==> config.mk <==
export PLATFORM = sky130hd
export DESIGN_NAME = decode_unit
export DESIGN_NICKNAME = d
export VERILOG_FILES = /design/src/rtl/decode_unit_pkg.sv /design/src/rtl/decode_unit_imm_gen.sv /design/src/rtl/decode_unit.sv
export SDC_FILE = /design/constraint.sdc
export NUM_CORES = 1
export LEC_CHECK = 0
export BUFFER_PORTS_ARGS = -buffer_cell sky130_fd_sc_hd__buf_4
export CORE_UTILIZATION = 47
export CTS_CLUSTER_DIAMETER = 60
export DETAILED_ROUTE_END_ITERATION = 6
export HOLD_SLACK_MARGIN = 0.08
export PLACE_DENSITY = 0.92
export SYNTH_ARGS = -nofsm -noshare
export SYNTH_HDL_FRONTEND = slang
export SYNTH_SLANG_ARGS = --single-unit
==> constraint.sdc <==
create_clock -name clk -period 5.46 [get_ports clk]
set_input_delay 1.092 -clock clk [delete_from_list [all_inputs] [get_ports clk]]
set_output_delay 1.092 -clock clk [all_outputs]
set_load 0.05 [all_outputs]
==> src/rtl/decode_unit_pkg.sv <==
// Shared decode-stage definitions: RV32I opcodes, immediate formats and ID FSM states.
package decode_unit_pkg;

  localparam logic [6:0] OPC_LUI      = 7'b0110111;
  localparam logic [6:0] OPC_AUIPC    = 7'b0010111;
  localparam logic [6:0] OPC_JAL      = 7'b1101111;
  localparam logic [6:0] OPC_JALR     = 7'b1100111;
  localparam logic [6:0] OPC_BRANCH   = 7'b1100011;
  localparam logic [6:0] OPC_LOAD     = 7'b0000011;
  localparam logic [6:0] OPC_STORE    = 7'b0100011;
  localparam logic [6:0] OPC_OP_IMM   = 7'b0010011;
  localparam logic [6:0] OPC_OP       = 7'b0110011;
  localparam logic [6:0] OPC_MISC_MEM = 7'b0001111;
  localparam logic [6:0] OPC_SYSTEM   = 7'b1110011;

  typedef enum logic [2:0] {IMM_I, IMM_S, IMM_B, IMM_U, IMM_J, IMM_NONE} imm_type_e;

  typedef enum logic [1:0] {ST_EMPTY, ST_DECODE, ST_WAIT_RS1, ST_HOLD} id_state_e;

  function automatic logic is_rv32i_opc(input logic [6:0] opc);
    case (opc)
      OPC_LUI, OPC_AUIPC, OPC_JAL, OPC_JALR, OPC_BRANCH, OPC_LOAD,
      OPC_STORE, OPC_OP_IMM, OPC_OP, OPC_MISC_MEM, OPC_SYSTEM: return 1'b1;
      default: return 1'b0;
    endcase
  endfunction

endpackage

==> src/rtl/decode_unit_imm_gen.sv <==
// Immediate generator: classifies the instruction format and builds the sign-extended immediate.
module imm_gen_sbm
  import decode_unit_pkg::*;
(
  input  logic [31:0] inst,
  output imm_type_e   imm_type,
  output logic [31:0] imm
);

  always_comb begin
    case (inst[6:0])
      OPC_OP_IMM, OPC_LOAD, OPC_JALR: imm_type = IMM_I;
      OPC_STORE:                      imm_type = IMM_S;
      OPC_BRANCH:                     imm_type = IMM_B;
      OPC_LUI, OPC_AUIPC:             imm_type = IMM_U;
      OPC_JAL:                        imm_type = IMM_J;
      default:                        imm_type = IMM_NONE;
    endcase
  end

  always_comb begin
    case (imm_type)
      IMM_I:   imm = {{20{inst[31]}}, inst[31:20]};
      IMM_S:   imm = {{20{inst[31]}}, inst[31:25], inst[11:7]};
      IMM_B:   imm = {{19{inst[31]}}, inst[31], inst[7], inst[30:25], inst[11:8], 1'b0};
      IMM_U:   imm = {inst[31:12], 12'b0};
      IMM_J:   imm = {{11{inst[31]}}, inst[31], inst[19:12], inst[20], inst[30:21], 1'b0};
      default: imm = '0;
    endcase
  end

endmodule

==> src/rtl/decode_unit.sv <==
// ID stage: holds one fetched instruction, decodes it for EX and issues JAL/JALR/branch redirects.
module decode_unit
  import decode_unit_pkg::*;
#(
  parameter int unsigned ADDR_W = 32
) (
  input  logic              clk,
  input  logic              rst,
  input  logic              valid_i,
  input  logic [31:0]       inst_i,
  input  logic [ADDR_W-1:0] pc_i,
  input  logic              misspredict_i,
  output logic              ready_o,
  output logic              jmp_o,
  output logic              branch_o,
  output logic [ADDR_W-1:0] jmp_target_o,
  output logic              inst31_o,
  input  logic [31:0]       rs1_data_i,
  input  logic              rs1_ready_i,
  output logic              valid_o,
  input  logic              ready_i,
  output logic [ADDR_W-1:0] pc_o,
  output logic [31:0]       inst_o,
  output logic [4:0]        rs1_o,
  output logic [4:0]        rs2_o,
  output logic [4:0]        rd_o,
  output logic [2:0]        funct3_o,
  output logic [6:0]        funct7_o,
  output logic [31:0]       imm_o,
  output logic              illegal_o
);

  id_state_e         state_q, state_d, st;
  logic              vld_q;
  logic [31:0]       inst_q;
  logic [ADDR_W-1:0] pc_q;
  imm_type_e         imm_type;
  logic [31:0]       imm;
  logic [ADDR_W-1:0] imm_a, tgt_sum;
  logic              is_jal, is_jalr, is_br, load, handshake;

  imm_gen_sbm u_imm_gen (
    .inst     (inst_q),
    .imm_type (imm_type),
    .imm      (imm)
  );

  assign is_jal  = (imm_type == IMM_J);
  assign is_br   = (imm_type == IMM_B);
  assign is_jalr = (inst_q[6:0] == OPC_JALR);

  // Effective state: a freshly loaded JALR whose rs1 is not ready behaves as a wait,
  // and a waiting JALR decodes in the same cycle its rs1 becomes ready.
  always_comb begin
    st = state_q;
    if (state_q == ST_DECODE && is_jalr && !rs1_ready_i) begin
      st = ST_WAIT_RS1;
    end else if (state_q == ST_WAIT_RS1 && rs1_ready_i) begin
      st = ST_DECODE;
    end
  end

  assign valid_o   = vld_q && (st != ST_WAIT_RS1);
  assign handshake = valid_o && ready_i;
  assign ready_o   = !vld_q || handshake;
  assign load      = valid_i && ready_o && !misspredict_i;

  always_comb begin
    state_d = st;
    if (misspredict_i) begin
      state_d = ST_EMPTY;
    end else begin
      case (st)
        ST_EMPTY:    state_d = load ? ST_DECODE : ST_EMPTY;
        ST_WAIT_RS1: state_d = ST_WAIT_RS1;
        default:     state_d = handshake ? (load ? ST_DECODE : ST_EMPTY) : ST_HOLD;
      endcase
    end
  end

  always_ff @(posedge clk or posedge rst) begin
    if (rst) begin
      state_q <= ST_EMPTY;
      vld_q   <= 1'b0;
      inst_q  <= '0;
      pc_q    <= '0;
    end else begin
      state_q <= state_d;
      if (misspredict_i) begin
        vld_q <= 1'b0;
      end else if (load) begin
        vld_q <= 1'b1;
      end else if (handshake) begin
        vld_q <= 1'b0;
      end
      if (load) begin
        inst_q <= inst_i;
        pc_q   <= pc_i;
      end
    end
  end

  assign imm_a   = ADDR_W'($signed(imm));
  assign tgt_sum = is_jalr ? (ADDR_W'(rs1_data_i) + imm_a) : (pc_q + imm_a);

  assign jmp_o        = (st == ST_DECODE) && !misspredict_i && (is_jal || is_jalr);
  assign branch_o     = (st == ST_DECODE) && !misspredict_i && is_br;
  assign jmp_target_o = {tgt_sum[ADDR_W-1:1], tgt_sum[0] & !is_jalr};

  assign inst31_o  = inst_q[31];
  assign pc_o      = pc_q;
  assign inst_o    = inst_q;
  assign rs1_o     = inst_q[19:15];
  assign rs2_o     = inst_q[24:20];
  assign rd_o      = inst_q[11:7];
  assign funct3_o  = inst_q[14:12];
  assign funct7_o  = inst_q[31:25];
  assign imm_o     = imm;
  assign illegal_o = vld_q && !is_rv32i_opc(inst_q[6:0]);

endmodule

==> results of run 1 <==
==> how the worst min path moves through the flow <==
| stage | cells past startpoint | to | start |
|---|---|---|---|
| finish | 1 | pc_o[0] | pc_o[0] |
| global route | 1 | pc_o[25] | pc_o[25] |
| CTS | 1 | pc_o[0] | pc_o[0] |
| detailed placement | 1 | pc_o[0] | pc_o[0] |
| global placement | 1 | pc_o[0] | pc_o[0] |
| floorplan | 3 | state_q[0] | state_q[1] |
==> report_power, final <==
part	internal, uW	total [uW]	switching (uW)
sequential	584	699	115
combinational	622	1860	1240
clock	172	374	202
total	1380	2940	1560
==> synth_stat cells (2+ instances only) <==
cell type  number
mux2_2         93
buf_1           3
a211oi_1        2
a21oi_1        34
a211oi_2        2
o31ai_1         3
xnor2_1        20
a22oi_1         2
a21o_1         26
dfrtp_1        67
nand4b_1        2
nor3_1          7
buf_2           5
and3_1          3
nand3_1         7
o21ai_0        14
a31oi_1         2
o21ai_1         2
nand2b_1        6
ha_1           31
a21oi_2         2
nand4_1         4
nor2b_1        12
xor2_1         10
or2_2           4
nor2_4          2
nor2_1         20
nand2_1        21
o21a_1         10
nor4_1          2
o21bai_1        3
inv_1          16
a211o_1         2
a22o_1          5
mux2i_1         2
clkbuf_1        2
buf_4          30
==> metrics by stage <==
stage          std cells  util (%)  TNS, ps
2_1_floorplan        505         -   -129.9
3_3_place_gp         868     68.70        0
3_5_place_dp         868     68.70        0
4_1_cts              886     71.01   -7.512
5_1_grt              889     72.66   -121.0
6_report             889     72.66        0
==> worst max-delay path, cell delays in order (launching register included) <==
cell      delay (ps)
dfrtp_1          410
inv_2             90
nand3_2          140
or3b_4           460
nor2_4           160
nor2_1            90
buf_4            170
nor2b_2          150
ha_2             330
a211oi_2         230
nor2_2           100
a22o_2           310
o311ai_4         350
a21oi_2          110
o31ai_2          240
a21oi_1          140
xnor2_2          160
buf_4            220
==> layer usage <==
metal	vias up	share of wire (%)
met5	-	0
met4	0	3.9
met3	65	7.3
met2	314	52
met1	2470	37
li1	2295	-
==> sequential cells by signal (all words and copies together) (netlist names) <==
name	cells
state_q	2
inst_o	32
vld_q	1
pc_o	32
==> cells by family after synthesis <==
group | count (synthesis) | synth area share (%)
buffers and inverters | 59 | 6.790
adders and majority gates | 32 | 7.934
and+or+nand+nor | 100 | 10.71
xor gates and xnor gates | 30 | 5.111
DFF | 67 | 32.61
AOI/OAI and AO/OA | 122 | 16.09
muxes | 95 | 20.76
==> repair_timing <==
action	CTS	global route
buffers inserted	3	3
resized for setup	13	35
hold endpoints to repair	0	0
setup endpoints to repair	7	8
pin swaps	3	10
==> layout make-up <==
cell class	count	area, um2
multi-input cells	379	3442
well taps	136	170.2
clock buffers	10	137.6
repair buffers	275	2076
fillers	731	2860
clock inverters	5	30.03
flip-flops and latches	67	1683
inverters	17	63.81
==> summary.md, run 1 <==
| Metric | Value |
|---|---|
| Sequential area share after synthesis | `32.61%` |
| FF-to-FF path depth | `8` |
| ANT nets after route | `0` |
| Library cells used by synthesis | `64` |
| Met1 GRT Util | `35.30%` |
| Core ar. | `~10000 um2` |
| CTS clk-pin slew, worst paths | `70 ps` |
| Global placement routability congestion | `0.9720` |
| Ys flop type | `dfrtp_1` |
| TritonCTS clock tree | `done` |
| Final period utilization | `97.25%` |
| Slew Limit Fails | `0` |
| Mapped Area | `a little over 5000 um2` |
| EDFF count, synth | `0` |
| Worst R2R End | `pc_o[31]` |
| # rows | `37` |
| TritonRoute pass-1 iters | `5` |
| Post-layout nets | `~900` |
| M3 GR Usage | `6.079%` |
| Max_slew headroom | `52.52%` |
| Busiest grt layer | `met2` |
| Iter 0 DRT Violations | `265` |
| Met2 GRT Util | `55.76%` |
| Pwr/cell area | `386.2 nW/um2` |
| Yosys Warn Count | `0` |
| CTS Hold Bufs | `0` |
| Synth Instances | `roughly 510` |
| Setup ws final | `150.3 ps` |
| Hold Slack | `about 530 ps` |
| Design Area, Final | `roughly 7600 um2` |
| Routed len/inst | `just over 20 um` |
| Setup violators final | `0` |
| Final Hold Viols | `0` |
| CP Launch Type | `flop` |
| Vias in the first global route | `5120` |
| Antenna violations before repair | `0` |
| Total of max-cap violations | `0` |
| Layout cells sized above 1 | `60.42%` |
| Capture point of the worst path | `jmp_target_o[24]` |
| Worst Clk Skew | `around 10 ps` |
| H-Tree Depth | `3` |
| DP Area | `7188 um2` |
| Top cell type's share of synthesized area | `about 33%` |
| Post-DP HPWL | `~14 mm` |
| Syn Area/Cell | `10.18 um2` |
| Area leader, netlist | `dfrtp_1` |
| Register bit total from synthesis | `67` |
| Vias | `5144` |
| Initial core utilization | `49.14%` |
| DIE HEIGHT | `106.6 um` |
| HP Class | `reg2reg` |
| Pin count of the biggest net entering global routing | `46` |
| DRC violations left | `0` |
| Total CTS buffers | `9` |
| Leakage | `0.003777 uW` |
| Global-route wire length before repair | `26.95 mm` |
| Longest Clk Path Bufs | `2` |
| Status | `complete, no violations` |
| Reg-to-Reg Start | `inst_o[4]` |
| Tot Pwr | `between 2000 and 3000 uW` |
| CP required | `4370 ps` |
| Crit end category | `output port` |
| Syn nets | `639` |
| Worst slew pin tran | `approximately 710 ps` |
| I/O Pins | `261` |
| GRT Overall Usage | `30.91%` |
| Synthesis-to-finish area growth | `47.87%` |
| R2R Setup Slk | `2990 ps` |
| Async set or reset register ratio after synthesis | `100.0%` |
| Skew-Pair Late Insertion Delay | `350 ps` |
| Critical Path Start | `inst_o[3]` |
| Period minus WS final | `5310 ps` |
| Wirelength, routed | `18.08 mm` |
| Synth area leaders | `dfrtp_1 (33%), mux2_2 (20%), ha_1 (7.5%)` |
| Fmax | `188.3 MHz` |
| Setup Slack @ Placement | `between 150 and 200 ps` |
| DIE WIDTH | `about 110 um` |
| Full die area | `11360 um2` |
| Clk sinks | `67` |
| GRT overflow | `0` |
| Critical path type | `reg2out` |
| N_diodes | `0` |
| Most common cell after layout, fill and taps aside | `buf_4` |
| Root Buffer | `clkbuf_8` |
| CP max FO | `6` |
| PortBufs | `260` |
| Arrival time worst endpoint | `~4200 ps` |
| Max VDD drop | `0.2527 mV` |
| Most frequent cells in the layout | `buf_4 (272), mux2_2 (93), dfrtp_1 (62)` |
| Via/cell ratio | `5.786` |
No activity file was read; power rests on OpenSTA's default activity.
==> run 2, diff against run 1 <==
--- a/config.mk
+++ b/config.mk
@@ -10,7 +10,7 @@
 export CTS_CLUSTER_DIAMETER = 60
 export DETAILED_ROUTE_END_ITERATION = 6
 export HOLD_SLACK_MARGIN = 0.08
-export PLACE_DENSITY = 0.92
+export PLACE_DENSITY = 0.8
 export SYNTH_ARGS = -nofsm -noshare
 export SYNTH_HDL_FRONTEND = slang
 export SYNTH_SLANG_ARGS = --single-unit
==> run 2 against run 1 <==
Effect of this change:
- global-route usage fell by 1.1 points
- clock skew rose by 5.9 ps
- critical path depth did not move
- count of clock-buffer cells in the layout rose by 2
- worst setup slack improved by 7.1 ps
- highest routed layer unchanged
==> summary.md, run 2 (synthesized netlist as in run 1, its figures left out) <==
| Metric | Value |
|---|---|
| Status | `complete, no violations` |
| Total CTS buffers | `9 (unchanged)` |
| Max VDD drop | `0.2216 mV (-12%)` |
| Arrival time worst endpoint | `4210 ps (about the same)` |
| FF-to-FF path depth | `8 (unchanged)` |
| Final period utilization | `97.12% (-0.13 points)` |
| Max_slew headroom | `42.79% (-9.7 points)` |
| DIE HEIGHT | `106.6 um (unchanged)` |
| Wirelength, routed | `17.22 mm (-4.8%)` |
| ANT nets after route | `0 (unchanged)` |
| CTS Hold Bufs | `0 (unchanged)` |
| Fmax | `188.6 MHz (+0.13%)` |
| Iter 0 DRT Violations | `293 (+11%)` |
| CP Launch Type | `flop` |
| Routed len/inst | `19.26 um (-5.3%)` |
| Slowest stage delay, CP | `460 ps (about the same)` |
| Most common cell after layout, fill and taps aside | `buf_4` |
| PortBufs | `260 (unchanged)` |
| Global-route wire length before repair | `26.39 mm (-2.1%)` |
| Layout cells sized above 1 | `60.69% (+0.26 points)` |
| N_diodes | `0 (unchanged)` |
| CP max FO | `6 (unchanged)` |
| GRT overflow | `0 (unchanged)` |
| Crit end category | `output port` |
| Critical path type | `reg2out` |
| TritonCTS clock tree | `done` |
| Skew-Pair Late Insertion Delay | `360 ps (about the same)` |
| Vias in the first global route | `5065 (-1.1%)` |
| # rows | `37 (unchanged)` |
| Pin count of the biggest net entering global routing | `68 (+48%)` |
| Global placement routability congestion | `0.8445 (-13%)` |
| HP Class | `reg2reg` |
| Filler Cell Count | `750 (+2.6%)` |
| Delay-heaviest family, CP | `compound AO/OA/AOI/OAI gates` |
| CP required | `4370 ps (about the same)` |
| Worst Clk Skew | `16.12 ps (+5.922 ps)` |
| Total of max-cap violations | `0 (unchanged)` |
| CP Buf/Inv Count | `3 (unchanged)` |
| Slew Limit Fails | `0 (unchanged)` |
| Setup TNS | `0 ps (unchanged)` |
| Hold Slack | `540.4 ps (+6.416 ps)` |
| Longest Clk Path Bufs | `2 (unchanged)` |
| I/O Pins | `261 (unchanged)` |
| TritonRoute pass-1 iters | `5 (unchanged)` |
| Leakage | `0.003809 uW (+0.86%)` |
| Most frequent cells in the layout | `buf_4 (275), mux2_2 (93), dfrtp_1 (63)` |
| Placed Cells | `869 (+0.12%)` |
| Worst slew pin tran | `858.1 ps (+151.0 ps)` |
| Initial core utilization | `49.14% (unchanged)` |
| Final Hold Viols | `0 (unchanged)` |
| Full die area | `11360 um2 (unchanged)` |
| Clk sinks | `67 (unchanged)` |
| CTS clk-pin slew, worst paths | `80 ps (about the same)` |
| DIE WIDTH | `106.6 um (unchanged)` |
| Pwr/cell area | `393.1 nW/um2 (+1.8%)` |
| H-Tree Depth | `3 (unchanged)` |
| Antenna violations before repair | `0 (unchanged)` |
| Post-layout nets | `887 (+0.45%)` |
| Period minus WS final | `5303 ps (-7.072 ps)` |
| Design Area, Final | `7750 um2 (+1.9%)` |
| Hold path depth | `1 (unchanged)` |
| Synthesis-to-finish area growth | `50.74%` |
| Post-DP HPWL | `13.10 mm (-5.8%)` |
| Via/cell ratio | `5.556 (-4.0%)` |
| Vias | `4967 (-3.4%)` |
| Root Buffer | `clkbuf_8` |
| DRC violations left | `0 (unchanged)` |
| GRT Overall Usage | `29.81% (-1.1 points)` |
| Core ar. | `10460 um2 (unchanged)` |
| Critical Path Stages | `17 (unchanged)` |
| Crit-path cells | `inv_2 > nand3_4 > or3b_4 > nor2_4 > nor2_1 > buf_4 > nor2b_2 > ha_4 > a211oi_2 > nor2_1 > a22o_1 > o311ai_2 > a21oi_2 > o31ai_2 > a21oi_1 > xnor2_2 > buf_4` |
| Setup violators final | `0 (unchanged)` |
| Slowest CP cell | `or3b_4` |
| DP Area | `7196 um2 (+0.10%)` |
| Non-Filler Instances | `894 (+0.56%)` |
run 2: cell types whose count changed in the layout (fill, tap and decap cells not counted), sizes merged:
cell / previous run / this run
buf: 275 / 279
bufinv: 0 / 2
clkbuf: 10 / 12
clkinvlp: 2 / 0
clkinv: 3 / 2
run 2: final cells by class:
cell class | instances | area [um2] | share of cell area (%)
sequential | 67 | 1682 | 21.70
inverter | 17 | 63.81 | 0.8234
clock inverter | 4 | 73.82 | 0.9525
multi-input combinational | 379 | 3506 | 45.24
timing repair buffer | 279 | 2110 | 27.22
clock buffer | 12 | 145.1 | 1.873
tap | 136 | 170.2 | 2.196
run 2: worst register-to-register path, cell delays in order (launching register included):
cell      delay, ps
dfrtp_2         470
nand4b_4        210
nor2_4           60
buf_6           160
a21oi_2         170
o21ai_1         130
a211oi_4        280
buf_4           470
mux2_2          420
run 2: what timing repair did:
| item | in CTS | in global routing |
|---|---|---|
| gates resized for setup | 7 | 45 |
| setup endpoints to repair | 6 | 10 |
| buffers inserted | 3 | 6 |
| cloned | 0 | 0 |
| pin swaps | 2 | 12 |
run 2: power by group:
group          switching, uW  leakage (uW)  internal [uW]  total (uW)
clock                    212      0.000111            270         483
sequential               116      0.000788            583         700
combinational           1220       0.00291            640        1860
total                   1550       0.00381           1490        3050
run 2: path summary, 6_finish.rpt:
kind / slack (ps) / from / to
max in group asynchronous: 3870 / rst / inst_o[4]
setup / recovery: 160 / inst_o[3] / jmp_target_o[24]
setup reg to reg: 2970 / inst_o[4] / pc_o[16]
min in group asynchronous: 990 / rst / pc_o[14]
hold / removal: 540 / pc_o[3] / pc_o[3]
hold reg to reg: 540 / pc_o[3] / pc_o[3]
run 2: metrics by stage:
stage,setup WS [ps],total power (uW),util (%)
2_1_floorplan,-108.6,1986,-
5_1_grt,-57.26,3156,74.07
4_1_cts,23.35,2976,71.32
6_report,157.4,3047,74.07
3_5_place_dp,250.0,2490,68.78
3_3_place_gp,420.0,2469,68.78
run 2: per-layer routing:
layer / track usage [%] / part of all wire (%)
met4: 9.687 / 2.3
met2: 52.40 / 51
met1: 36.43 / 40
met5: 0 / 0
met3: 5.957 / 6.7
